===== src/rtl/mem_bus_arbiter_if.sv =====
// Bundle of the CPU, debug-panel and memory-side signals around mem_bus_arbiter.
// The slave modport is the arbiter's view; the master modport is the surrounding system's view.
interface mem_bus_arbiter_if #(
    parameter int AW = 16,
    parameter int DW = 8
);
    logic          cpu_rd;
    logic          cpu_wr;
    logic [AW-1:0] cpu_addr;
    logic [DW-1:0] cpu_wdata;
    logic [DW-1:0] cpu_rdata;
    logic          cpu_wait;
    logic          dbg_req;
    logic          dbg_we;
    logic [AW-1:0] dbg_addr;
    logic [DW-1:0] dbg_wdata;
    logic [DW-1:0] dbg_rdata;
    logic          dbg_ack;
    logic [AW-1:0] mem_addr;
    logic [DW-1:0] mem_wdata;
    logic          mem_rd;
    logic          mem_wr;
    logic [DW-1:0] mem_rdata;
    logic          owner;
    logic          proto_err;
`ifdef DBG_LOCK_EN
    logic          dbg_lock;
`endif

    modport slave (
        input  cpu_rd, cpu_wr, cpu_addr, cpu_wdata,
        input  dbg_req, dbg_we, dbg_addr, dbg_wdata,
        input  mem_rdata
`ifdef DBG_LOCK_EN
        , input dbg_lock
`endif
        , output cpu_rdata, cpu_wait, dbg_rdata, dbg_ack,
        output mem_addr, mem_wdata, mem_rd, mem_wr, owner, proto_err
    );

    modport master (
        output cpu_rd, cpu_wr, cpu_addr, cpu_wdata,
        output dbg_req, dbg_we, dbg_addr, dbg_wdata,
        output mem_rdata
`ifdef DBG_LOCK_EN
        , output dbg_lock
`endif
        , input cpu_rdata, cpu_wait, dbg_rdata, dbg_ack,
        input mem_addr, mem_wdata, mem_rd, mem_wr, owner, proto_err
    );
endinterface


===== src/rtl/mem_bus_arbiter.sv =====
// Shares one memory port between CPU and debug panel: IDLE, WAIT_CYC+1 strobe cycles, DONE; cpu_wait stalls the CPU.
// Optional DBG_LOCK_EN adds dbg_lock so the panel can keep the bus for bulk loads.
module mem_bus_arbiter #(
    parameter int AW       = 16,
    parameter int DW       = 8,
    parameter int WAIT_CYC = 1
) (
    input  logic             clk,
    input  logic             rst,
    mem_bus_arbiter_if.slave bus
);
    typedef enum logic [1:0] {IDLE = 2'd0, ACCESS = 2'd1, DONE = 2'd2} state_t;

    state_t        state_q, state_d;
    logic [3:0]    wcnt_q, wcnt_d;
    logic          owner_q, owner_d;
    logic          last_q, last_d;
    logic          we_q, we_d;
    logic [AW-1:0] addr_q, addr_d;
    logic [DW-1:0] wdata_q, wdata_d;
    logic [DW-1:0] cpu_rdata_q, cpu_rdata_d;
    logic [DW-1:0] dbg_rdata_q, dbg_rdata_d;
    logic          perr_q, perr_d;
    logic          creq_q, cwait_q;
    logic          cpu_req, cpu_wait, grant_dbg, lock;

    assign cpu_req = bus.cpu_rd | bus.cpu_wr;
`ifdef DBG_LOCK_EN
    assign lock = bus.dbg_lock;
`else
    assign lock = 1'b0;
`endif

    // Round-robin: on contention the requester that did not go last wins.
    assign grant_dbg = bus.dbg_req & (~cpu_req | lock | ~last_q);
    assign cpu_wait  = cpu_req & ~((state_q == DONE) & ~owner_q);

    always_comb begin
        state_d     = state_q;
        wcnt_d      = wcnt_q;
        owner_d     = owner_q;
        last_d      = last_q;
        we_d        = we_q;
        addr_d      = addr_q;
        wdata_d     = wdata_q;
        cpu_rdata_d = cpu_rdata_q;
        dbg_rdata_d = dbg_rdata_q;
        perr_d      = perr_q;
        case (state_q)
            IDLE: begin
                if (bus.cpu_rd & bus.cpu_wr) perr_d = 1'b1;
                if (cpu_req | bus.dbg_req) begin
                    owner_d = grant_dbg;
                    if (grant_dbg) begin
                        addr_d  = bus.dbg_addr;
                        wdata_d = bus.dbg_wdata;
                        we_d    = bus.dbg_we;
                    end else begin
                        addr_d  = bus.cpu_addr;
                        wdata_d = bus.cpu_wdata;
                        we_d    = bus.cpu_wr;
                    end
                    wcnt_d  = 4'(WAIT_CYC);
                    state_d = ACCESS;
                end
            end
            ACCESS: begin
                if (wcnt_q != 4'd0) begin
                    wcnt_d = wcnt_q - 4'd1;
                end else begin
                    state_d = DONE;
                    if (!we_q) begin
                        if (owner_q) dbg_rdata_d = bus.mem_rdata;
                        else         cpu_rdata_d = bus.mem_rdata;
                    end
                end
            end
            DONE: begin
                if (!(lock & owner_q)) last_d = owner_q;
                state_d = IDLE;
            end
            default: state_d = IDLE;
        endcase
        // A stalled CPU abandoning its request outside its own access is a protocol breach.
        if (creq_q & cwait_q & ~cpu_req & ~((state_q != IDLE) & ~owner_q)) perr_d = 1'b1;
    end

    always_ff @(posedge clk or posedge rst) begin
        if (rst) begin
            state_q     <= IDLE;
            wcnt_q      <= 4'd0;
            owner_q     <= 1'b0;
            last_q      <= 1'b1;
            we_q        <= 1'b0;
            addr_q      <= '0;
            wdata_q     <= '0;
            cpu_rdata_q <= '0;
            dbg_rdata_q <= '0;
            perr_q      <= 1'b0;
            creq_q      <= 1'b0;
            cwait_q     <= 1'b0;
        end else begin
            state_q     <= state_d;
            wcnt_q      <= wcnt_d;
            owner_q     <= owner_d;
            last_q      <= last_d;
            we_q        <= we_d;
            addr_q      <= addr_d;
            wdata_q     <= wdata_d;
            cpu_rdata_q <= cpu_rdata_d;
            dbg_rdata_q <= dbg_rdata_d;
            perr_q      <= perr_d;
            creq_q      <= cpu_req;
            cwait_q     <= cpu_wait;
        end
    end

    assign bus.cpu_wait  = cpu_wait;
    assign bus.cpu_rdata = cpu_rdata_q;
    assign bus.dbg_rdata = dbg_rdata_q;
    assign bus.dbg_ack   = (state_q == DONE) & owner_q;
    assign bus.mem_rd    = (state_q == ACCESS) & ~we_q;
    assign bus.mem_wr    = (state_q == ACCESS) & we_q;
    assign bus.mem_addr  = addr_q;
    assign bus.mem_wdata = wdata_q;
    assign bus.owner     = owner_q;
    assign bus.proto_err = perr_q;
endmodule


===== src/flat_wrapper.sv =====
// flat-port wrapper written by rule: the top's interface ports become plain ports
module mem_bus_arbiter_flat 
#(
    parameter int AW       = 16,
    parameter int DW       = 8,
    parameter int WAIT_CYC = 1
)
  (clk, rst, bus_cpu_rd, bus_cpu_wr, bus_cpu_addr, bus_cpu_wdata, bus_dbg_req, bus_dbg_we, bus_dbg_addr, bus_dbg_wdata, bus_mem_rdata, bus_cpu_rdata, bus_cpu_wait, bus_dbg_rdata, bus_dbg_ack, bus_mem_addr, bus_mem_wdata, bus_mem_rd, bus_mem_wr, bus_owner, bus_proto_err);
  mem_bus_arbiter_if #(.AW(AW), .DW(DW)) bus_i ();
  input  logic clk;
  input  logic rst;
  input wire logic [$bits(bus_i.cpu_rd)-1:0] bus_cpu_rd;
  input wire logic [$bits(bus_i.cpu_wr)-1:0] bus_cpu_wr;
  input wire logic [$bits(bus_i.cpu_addr)-1:0] bus_cpu_addr;
  input wire logic [$bits(bus_i.cpu_wdata)-1:0] bus_cpu_wdata;
  input wire logic [$bits(bus_i.dbg_req)-1:0] bus_dbg_req;
  input wire logic [$bits(bus_i.dbg_we)-1:0] bus_dbg_we;
  input wire logic [$bits(bus_i.dbg_addr)-1:0] bus_dbg_addr;
  input wire logic [$bits(bus_i.dbg_wdata)-1:0] bus_dbg_wdata;
  input wire logic [$bits(bus_i.mem_rdata)-1:0] bus_mem_rdata;
  output wire logic [$bits(bus_i.cpu_rdata)-1:0] bus_cpu_rdata;
  output wire logic [$bits(bus_i.cpu_wait)-1:0] bus_cpu_wait;
  output wire logic [$bits(bus_i.dbg_rdata)-1:0] bus_dbg_rdata;
  output wire logic [$bits(bus_i.dbg_ack)-1:0] bus_dbg_ack;
  output wire logic [$bits(bus_i.mem_addr)-1:0] bus_mem_addr;
  output wire logic [$bits(bus_i.mem_wdata)-1:0] bus_mem_wdata;
  output wire logic [$bits(bus_i.mem_rd)-1:0] bus_mem_rd;
  output wire logic [$bits(bus_i.mem_wr)-1:0] bus_mem_wr;
  output wire logic [$bits(bus_i.owner)-1:0] bus_owner;
  output wire logic [$bits(bus_i.proto_err)-1:0] bus_proto_err;
  assign bus_i.cpu_rd = bus_cpu_rd;
  assign bus_i.cpu_wr = bus_cpu_wr;
  assign bus_i.cpu_addr = bus_cpu_addr;
  assign bus_i.cpu_wdata = bus_cpu_wdata;
  assign bus_i.dbg_req = bus_dbg_req;
  assign bus_i.dbg_we = bus_dbg_we;
  assign bus_i.dbg_addr = bus_dbg_addr;
  assign bus_i.dbg_wdata = bus_dbg_wdata;
  assign bus_i.mem_rdata = bus_mem_rdata;
  assign bus_cpu_rdata = bus_i.cpu_rdata;
  assign bus_cpu_wait = bus_i.cpu_wait;
  assign bus_dbg_rdata = bus_i.dbg_rdata;
  assign bus_dbg_ack = bus_i.dbg_ack;
  assign bus_mem_addr = bus_i.mem_addr;
  assign bus_mem_wdata = bus_i.mem_wdata;
  assign bus_mem_rd = bus_i.mem_rd;
  assign bus_mem_wr = bus_i.mem_wr;
  assign bus_owner = bus_i.owner;
  assign bus_proto_err = bus_i.proto_err;
  mem_bus_arbiter #(.AW(AW), .DW(DW), .WAIT_CYC(WAIT_CYC)) u_core (.clk(clk), .rst(rst), .bus(bus_i));
endmodule

===== config.mk =====
export PLATFORM = sky130hd
export DESIGN_NAME = mem_bus_arbiter_flat
export DESIGN_NICKNAME = d
export VERILOG_FILES = /design/src/rtl/mem_bus_arbiter_if.sv /design/src/rtl/mem_bus_arbiter.sv /design/src/flat_wrapper.sv
export SDC_FILE = /design/constraint.sdc
export NUM_CORES = 1
export LEC_CHECK = 0
export ABC_AREA = 1
export CAP_MARGIN = 20
export CORE_UTILIZATION = 50
export DETAILED_ROUTE_END_ITERATION = 16
export DONT_BUFFER_PORTS = 1
export PLACE_DENSITY = 0.7
export SETUP_SLACK_MARGIN = 0.02
export SLEW_MARGIN = 30
export SYNTH_ARGS = -nofsm -noshare
export SYNTH_HDL_FRONTEND = slang
export SYNTH_SLANG_ARGS = --single-unit

===== constraint.sdc =====
create_clock -name clk -period 2.74 [get_ports clk]
set_clock_uncertainty 0.15 [all_clocks]
set_input_delay 0.548 -clock clk [delete_from_list [all_inputs] [get_ports clk]]
set_output_delay 0.548 -clock clk [all_outputs]
set_load 0.01 [all_outputs]

==> results by stage, run 1 <==
Floorplan:
- The chip height is 73.7 um.
- The core outline area is 0.00485 mm^2.
- The number of top-level pins is 108.
- The horizontal extent of the die is 73.7 um.
- The initial core utilization is 53.1%.
- The floorplan step defined a die boundary enclosing 0.00544 mm^2.
- After floorplanning, the core was divided into 25 placement rows.

Clocking:
- The number of H-tree levels is 2.
- Once the clock tree was built, the resizer swapped 0 gates to a different size.
- The total number of clock tree sinks is 52.
- The clock tree root driver cell is clkbuf_8.
- The clock tree from TritonCTS is built.
- In this run, CTS created clock tree buffers numbering 5.
- The insertion delay to the later sink of the worst-skew pair is 300 ps.
- In this run the deepest clock path goes through 2 buffers.
- The clock slew seen by the registers of the worst setup and hold paths is 90 ps.

Critical path:
- The type of origin of the critical path is a flop.
- The path depth of the worst reg2reg path is 5.
- The nature of the critical path endpoint is an output port.
- The reg-to-reg startpoint is u_core.state_q[1]$_DFFE_PP0P_.
- The peak fanout along the critical path is 7.
- Across all register-to-register paths, the minimum setup slack is 1100 ps.
- The capture instance of the worst register-to-register path is u_core.bus.mem_addr[8]$_DFFE_PP0P_.
- The biggest cell delay along the critical path is 610 ps.
- STA puts the critical path data required time at 2040 ps.
- The worst path buffer plus inverter count is 1.
- The class of the most critical setup path is reg2out.
- The critical path goes through inv_2 > nor2_1.
- At the worst endpoint, the arrival time is 1290 ps.
- For this design, the slowest cell found on the critical path is dfrtp_1.
- The family with the most delay on the worst path is flip-flops.

Placement:
- Detailed placement ended at an HPWL of 4090 um.
- The global placer's final weighted congestion is 0.887.
- Once placement finished, the instance area stood at 0.00263 mm^2.
- Port buffering added 0 buffers.

Timing:
- At the pin with the least slew margin, the transition time is 418 ps.
- The total count of hold-check failures in the final report was 0.
- The number of endpoints failing setup at the final stage is 0.
- For the final routed database, the setup TNS stands at 0 ps.
- Headroom to the max-slew limit came out at 72.2%.
- Setup repair after global routing left no endpoint under its margin.
- Counting I/O delays and the setup requirement, the final critical path takes 1990 ps.
- The highest achievable clock rate is 0.502 GHz.
- The final critical path takes up 72.7% of the cycle.
- The number of pins exceeding their max-slew limit in the final report is 0.

Routing:
- For this block, wires on met1 add up to 2260 um.
- After detailed routing, the total wire length is 5480 um.
- Summed over all nets, wire length on met3 after detailed routing comes to 502 um.
- For this run, the detailed router's first-pass iteration total came to 5.
- The detailed router placed 2,056 vias in this run.
- The final antenna-violating net count is 0.
- The detailed-route vias per instance is 5.22.
- For this block, the initial DRC count from the detailed router was 93.
- The average wire length per cell after detail routing is 13.9 um.
- The total DRC errors in the routed layout is 0.
- The highest layer touched by signal routing is met4.
- Detailed routing placed a total of 2690 um of wire on met2.

Logic synthesis:
- The number of storage elements in the synthesis netlist is 52.
- The share of the Yosys chip area taken by registers is 50.6%.
- The number of warnings reported in the yosys synthesis log is 0.
- The post-synthesis average cell area is 7.92 um^2.
- The number of nets in the synthesized netlist is 388.
- Synthesis produced a netlist whose cell count is 325.
- The number of unique standard cell types used by synthesis is 22.
- The synthesized cell area is 0.00257 mm^2.

Power:
- Across the VDD grid, the largest voltage drop is 0.000591 V.
- The leakage power of the design is 1.47 nW.
- In this run the power density over the cells is 1130 mW/mm^2.

Status:
- The run finished with clean final reports.

Layout:
- The post-route netlist has 9.79% of its cells at a drive strength greater than 1.
- The number of antenna diodes is 0.
- Relative to the synthesized area, the layout overhead comes to 6.13%.
- The top cell types in the final layout, fill and taps aside, are nand2_1, dfrtp_1, inv_1, nand3_1, nand3b_1.
- Once layout is done, the placed cells without fillers occupy 0.00273 mm^2.
- The final layout contains 389 nets.
- The leading cell type in the layout, fill and taps excluded is nand2_1.

Min path:
- The path with the worst hold slack has its endpoint at u_core.bus.dbg_rdata[5]$_DFFE_PP0P_.
- The kind of path behind the tightest hold check is in2reg.
- The worst min-delay path startpoint is bus_mem_rdata[5].
- The worst hold path stage count is 2.

Run:
- The count of max-cap constraint violations is 0.

Global route:
- The wire length of the first global-routing pass is 8970 um.
- Entering global routing, the biggest net connects 28 pins.
- The initial antenna violation count is 0.
- Summed over all layers, the global routing overflow is 0.
- Across every metal layer, demand over resource in global routing totals 21.6%.
- The via count of the first global-routing pass is 2,014.
-- worst max path at each step --
| stage | depth (start not counted) | end | startpoint | slack, ps |
|---|---|---|---|---|
| 4_1_cts | 2 | bus_dbg_ack | u_core.bus.owner$_DFFE_PP0P_ | 700 |
| 2_1_floorplan | 1 | u_core.bus.cpu_rdata[0]$_DFFE_PP0P_ | rst | 790 |
| 3_3_place_gp | 7 | u_core.bus.mem_addr[13]$_DFFE_PP0P_ | bus_cpu_rd | 1010 |
| 3_5_place_dp | 6 | u_core.bus.mem_addr[8]$_DFFE_PP0P_ | bus_cpu_rd | 980 |
| 5_1_grt | 2 | bus_dbg_ack | u_core.bus.owner$_DFFE_PP0P_ | 620 |
| 6_report | 2 | bus_dbg_ack | u_core.bus.owner$_DFFE_PP0P_ | 750 |
-- stage by stage --
step | std cells | hold slack, ps | power [mW] | setup WS [ps] | util [%]
detailed placement | 385 | 276 | 2.67 | 975 | 54.1
CTS | 394 | 191 | 3.14 | 697 | 56.3
global placement | 385 | 268 | 2.62 | 1010 | 54.1
floorplan | 325 | 299 | 2.40 | 786 | -
global route | 394 | 187 | 3.37 | 619 | 56.3
finish | 394 | 199 | 3.10 | 748 | 56.3
-- metal layers --
metal	up-vias	track usage [%]
li1	1000	-
met1	960	25.4
met3	2	7.96
met4	0	5.56
met5	-	0
met2	94	37.1
-- report_power, final --
part / switching [mW] / leakage (nW) / internal [mW]
registers: 0.433 / 0.620 / 1.14
logic: 0.708 / 0.800 / 0.359
clock network: 0.251 / 0.0516 / 0.207
-- synthesized netlist by cell type --
master	number	area share, %
dfrtp_1	51	50
inv_1	35	5.1
nand2_1	133	19
ha_1	1	0.49
inv_2	5	0.73
nand3_1	28	5.4
clkbuf_1	2	0.29
nor2_4	1	0.44
dfstp_2	1	1.0
nand2_2	5	1.2
nand2_4	1	0.44
nand3_2	2	0.78
buf_4	5	1.5
a21oi_1	1	0.19
nor3_4	2	1.3
o21ai_0	4	0.78
buf_2	5	0.97
nand4_1	2	0.49
nand3b_1	25	7.3
o21ai_2	1	0.34
nor2_1	13	1.9
o21ai_1	2	0.39
-- logic make-up (layout without fill, tap and decap cells) --
group	Yosys count	in the layout	share of synthesized area [%]
compound gates	8	8	1.70
simple gates	212	212	38.6
flops	52	52	50.6
buf+inv	52	54	8.56
fa+ha+maj	1	1	0.486
-- layout make-up --
type | count | area [um^2]
Fill cell | 487 | 2120
Clock inverter | 2 | 13.8
Timing Repair Buffer | 6 | 47.5
Inverter | 40 | 150
Clock buffer | 6 | 82.6
Multi-Input combinational cell | 221 | 1050
Sequential cell | 52 | 1300
Tap cell | 67 | 83.8
-- registers in the layout, indices dropped and copies added, names as in the netlist --
signal and cells:
u_core.creq_q 1, u_core.wcnt_q 4, u_core.bus.cpu_rdata 8, u_core.state_q 2, u_core.bus.proto_err 1, u_core.cwait_q 1, u_core.bus.owner 1, u_core.we_q 1
u_core.last_q 1, u_core.bus.mem_wdata 8, u_core.bus.mem_addr 16, u_core.bus.dbg_rdata 8
-- what timing repair did --
item                                    CTS  global route
buffers inserted                          0             0
endpoints found under the setup margin    0             0
endpoints found under the hold margin    15             0
hold buffers                              1             0
Note: power is estimated with default switching activity, not from simulation.
==> run 2: changes to the inputs <==
Clock period 2.74 ns to 1.97 ns, I/O delays scaled along.
==> run 2 against run 1 <==
Compared with the run above: worst setup slack worse by 590 ps; hold slack lost 160 ps; combinational power is 37% higher; first-iteration DRC count increased by 15%; sequential share of layout area decreased by 0.41 points; global-route usage decreased by 1.1 points; critical path depth is the same; sequential cell count unchanged; highest routed layer unchanged.
==> results by stage, run 2 (synthesis gave the netlist of run 1 again) <==
Status:
- The run finished with clean final reports.

Layout:
- The flip-flop count of the largest register, all copies and words added is 16 (unchanged).
- The layout cell share with drive strength beyond 1 is 9.51% (-0.28 points).
- In the layout the commonest cells are nand2_1, dfrtp_1, inv_1, nand3_1, nand3b_1.
- The number of fillers in the final layout is 466 (-4.3%).
- The leading cell type in the layout, fill and taps excluded is nand2_1.
- The number of antenna diodes is 0 (unchanged).
- The number of nets in the layout is 388 (-0.26%).
- The relative area change from synthesis to final layout is 7.05%.

Timing:
- The total negative slack came to 0 ps (unchanged).
- The relative max-transition margin is 70.7% (-1.5 points).
- The highest achievable clock rate is 0.553 GHz.
- The transition time at the pin with the least slew margin is 439 ps (+21.8 ps).
- The number of pins exceeding their max-slew limit in the final report was 0 (unchanged).
- The post-route worst setup slack is 161 ps (-587 ps).
- The routed design could run at a clock period as short as 1810 ps.
- Setup repair after global routing left no endpoint under its margin.
- The total count of hold-check failures in the final report was 0 (unchanged).
- The ratio of final minimum period to clock period is 91.8%.
- The number of endpoints failing setup at the final stage is 0 (unchanged).

Clocking:
- The number of hold buffers added after cts is 1 (unchanged).
- The buffer count from post-CTS setup fixing is 0 (unchanged).
- The total number of clock tree sinks is 52 (unchanged).
- The total CTS buffers is 5 (unchanged).
- The clock slew seen by the registers of the worst setup and hold paths is 100 ps (about the same).
- The insertion delay to the later sink of the worst-skew pair is 310 ps (about the same).
- The number of gates given a new drive strength after cts is 0 (unchanged).
- TritonCTS built the clock tree.
- The number of H-tree levels was 2 (unchanged).
- The number of buffers on the longest clock path is 2 (unchanged).
- The clock tree root driver cell is clkbuf_8.

Min path:
- The path class of the tightest hold or removal check is in2reg.
- The worst hold path stage count is 2 (unchanged).

Critical path:
- Traced cell by cell, the critical path runs through inv_2 > nor2_1.
- The biggest cell delay along the critical path is 590 ps (-20 ps).
- On the critical path, the stage with the largest delay is an instance of dfrtp_1.
- The path depth of the worst reg2reg path is 7 (+2).
- The class of the most critical setup path is reg2out.
- The required time of the worst setup path is 1430 ps (-610 ps).
- The arrival time at the worst endpoint is 1260 ps (-30 ps).
- The peak fanout along the critical path is 7 (unchanged).
- The nature of the critical path endpoint is an output port.
- STA classifies the critical path startpoint as a flop.

Routing:
- The average wire length per cell after detail routing is 13.6 um (-2.4%).
- The number of DRC markers in iteration 0 is 107 (+15%).
- The total DRC errors in the routed layout was 0 (unchanged).
- The number of search-and-repair iterations in the first detailed-routing pass was 4 (-1).
- The final routed wirelength across all metal layers is 5340 um (-2.6%).
- The detailed-route vias per instance came to 5.09 (-2.5%).
- The final antenna-violating net count was 0 (unchanged).
- The total vias in the final route was 2,000 (-2.7%).

Placement:
- The HPWL reported at the end of detailed placement is 3830 um (-6.4%).
- The global placer's final weighted congestion is 0.711 (-20%).
- The count of input and output buffers is 0 (unchanged).
- The setup slack after placement came to 348 ps (-627 ps).

Floorplan:
- The area of the die is 0.00544 mm^2 (unchanged).
- The chip height came to 73.7 um (unchanged).
- The number of top-level pins is 108 (unchanged).
- The core outline area was 0.00485 mm^2 (unchanged).
- The total number of placement rows is 25 (unchanged).
- The initial core utilization is 53.1% (unchanged).
- The horizontal extent of the die is 73.7 um (unchanged).

Global route:
- The initial antenna violation count came to 0 (unchanged).
- The via count of the first global-routing pass came to 1,869 (-7.2%).
- The wire length of the first global-routing pass came to 8500 um (-5.2%).
- The global-route usage over all layers is 20.5% (-1.1 points).
- The maximum number of pins on one net before global-route repair is 34 (+21%).
- The final global-route overflow total is 0 (unchanged).

Run:
- The count of max-cap constraint violations is 0 (unchanged).

Power:
- The total design power is 4.39 mW (+42%).
- The power density normalized to cell area is 1590 mW/mm^2 (+41%).
- The leakage power of the design is 1.48 nW (+0.20%).
- The worst voltage drop across the vdd grid was 0.000648 V (+9.6%).
[run 2: layout make-up]
class	instances	area, um^2	area share, %
Clock buffer	5	68.8	2.50
Timing Repair Buffer	5	52.6	1.91
Multi-Input combinational cell	221	1050	38.1
Sequential cell	52	1300	47.3
Inverter	40	150	5.45
Clock inverter	3	46.3	1.68
Tap cell	67	83.8	3.04
[run 2: through the flow]
stage	hold slack [ps]	instance area, um^2	utilization [%]	std cells
3_3_place_gp	154	2630	54.2	384
4_1_cts	33.8	2760	56.8	393
5_1_grt	21.2	2760	56.8	393
6_report	37.3	2760	56.8	393
2_1_floorplan	299	2570	-	325
3_5_place_dp	166	2630	54.2	384
[run 2: critical path: cells and delay by family (launching register included)]
family,cells,cell delay [ps]
buffers and inverters,1,130
flip-flops,1,590
AND/OR/NAND/NOR,1,240
[run 2: per-layer routing]
metal	GRT usage [%]	wire (um)	up-vias
li1	-	-	1000
met1	25.3	2330	913
met2	35.1	2540	81
met3	6.04	416	6
met4	5.13	48	0
met5	0	0	-
[run 2: worst paths after layout]
| path | start | to | slack, ps |
|---|---|---|---|
| worst min-delay path | bus_mem_rdata[5] | u_core.bus.cpu_rdata[5]$_DFFE_PP0P_ | 40 |
| worst min register to register | u_core.we_q$_DFFE_PP0P_ | u_core.we_q$_DFFE_PP0P_ | 350 |
| worst max-delay path | u_core.bus.owner$_DFFE_PP0P_ | bus_dbg_ack | 160 |
| max in group asynchronous | rst | u_core.last_q$_DFFE_PP1N_ | 670 |
| worst max register to register | u_core.wcnt_q[0]$_DFFE_PP0P_ | u_core.bus.dbg_rdata[3]$_DFFE_PP0P_ | 330 |
| min in group asynchronous | rst | u_core.bus.mem_wdata[1]$_DFFE_PP0P_ | 410 |
[run 2: power by group]
| part | internal [mW] | switching, mW | total (mW) |
|---|---|---|---|
| Sequential | 1.58 | 0.592 | 2.18 |
| Combinational | 0.502 | 0.966 | 1.47 |
| Clock | 0.383 | 0.366 | 0.749 |
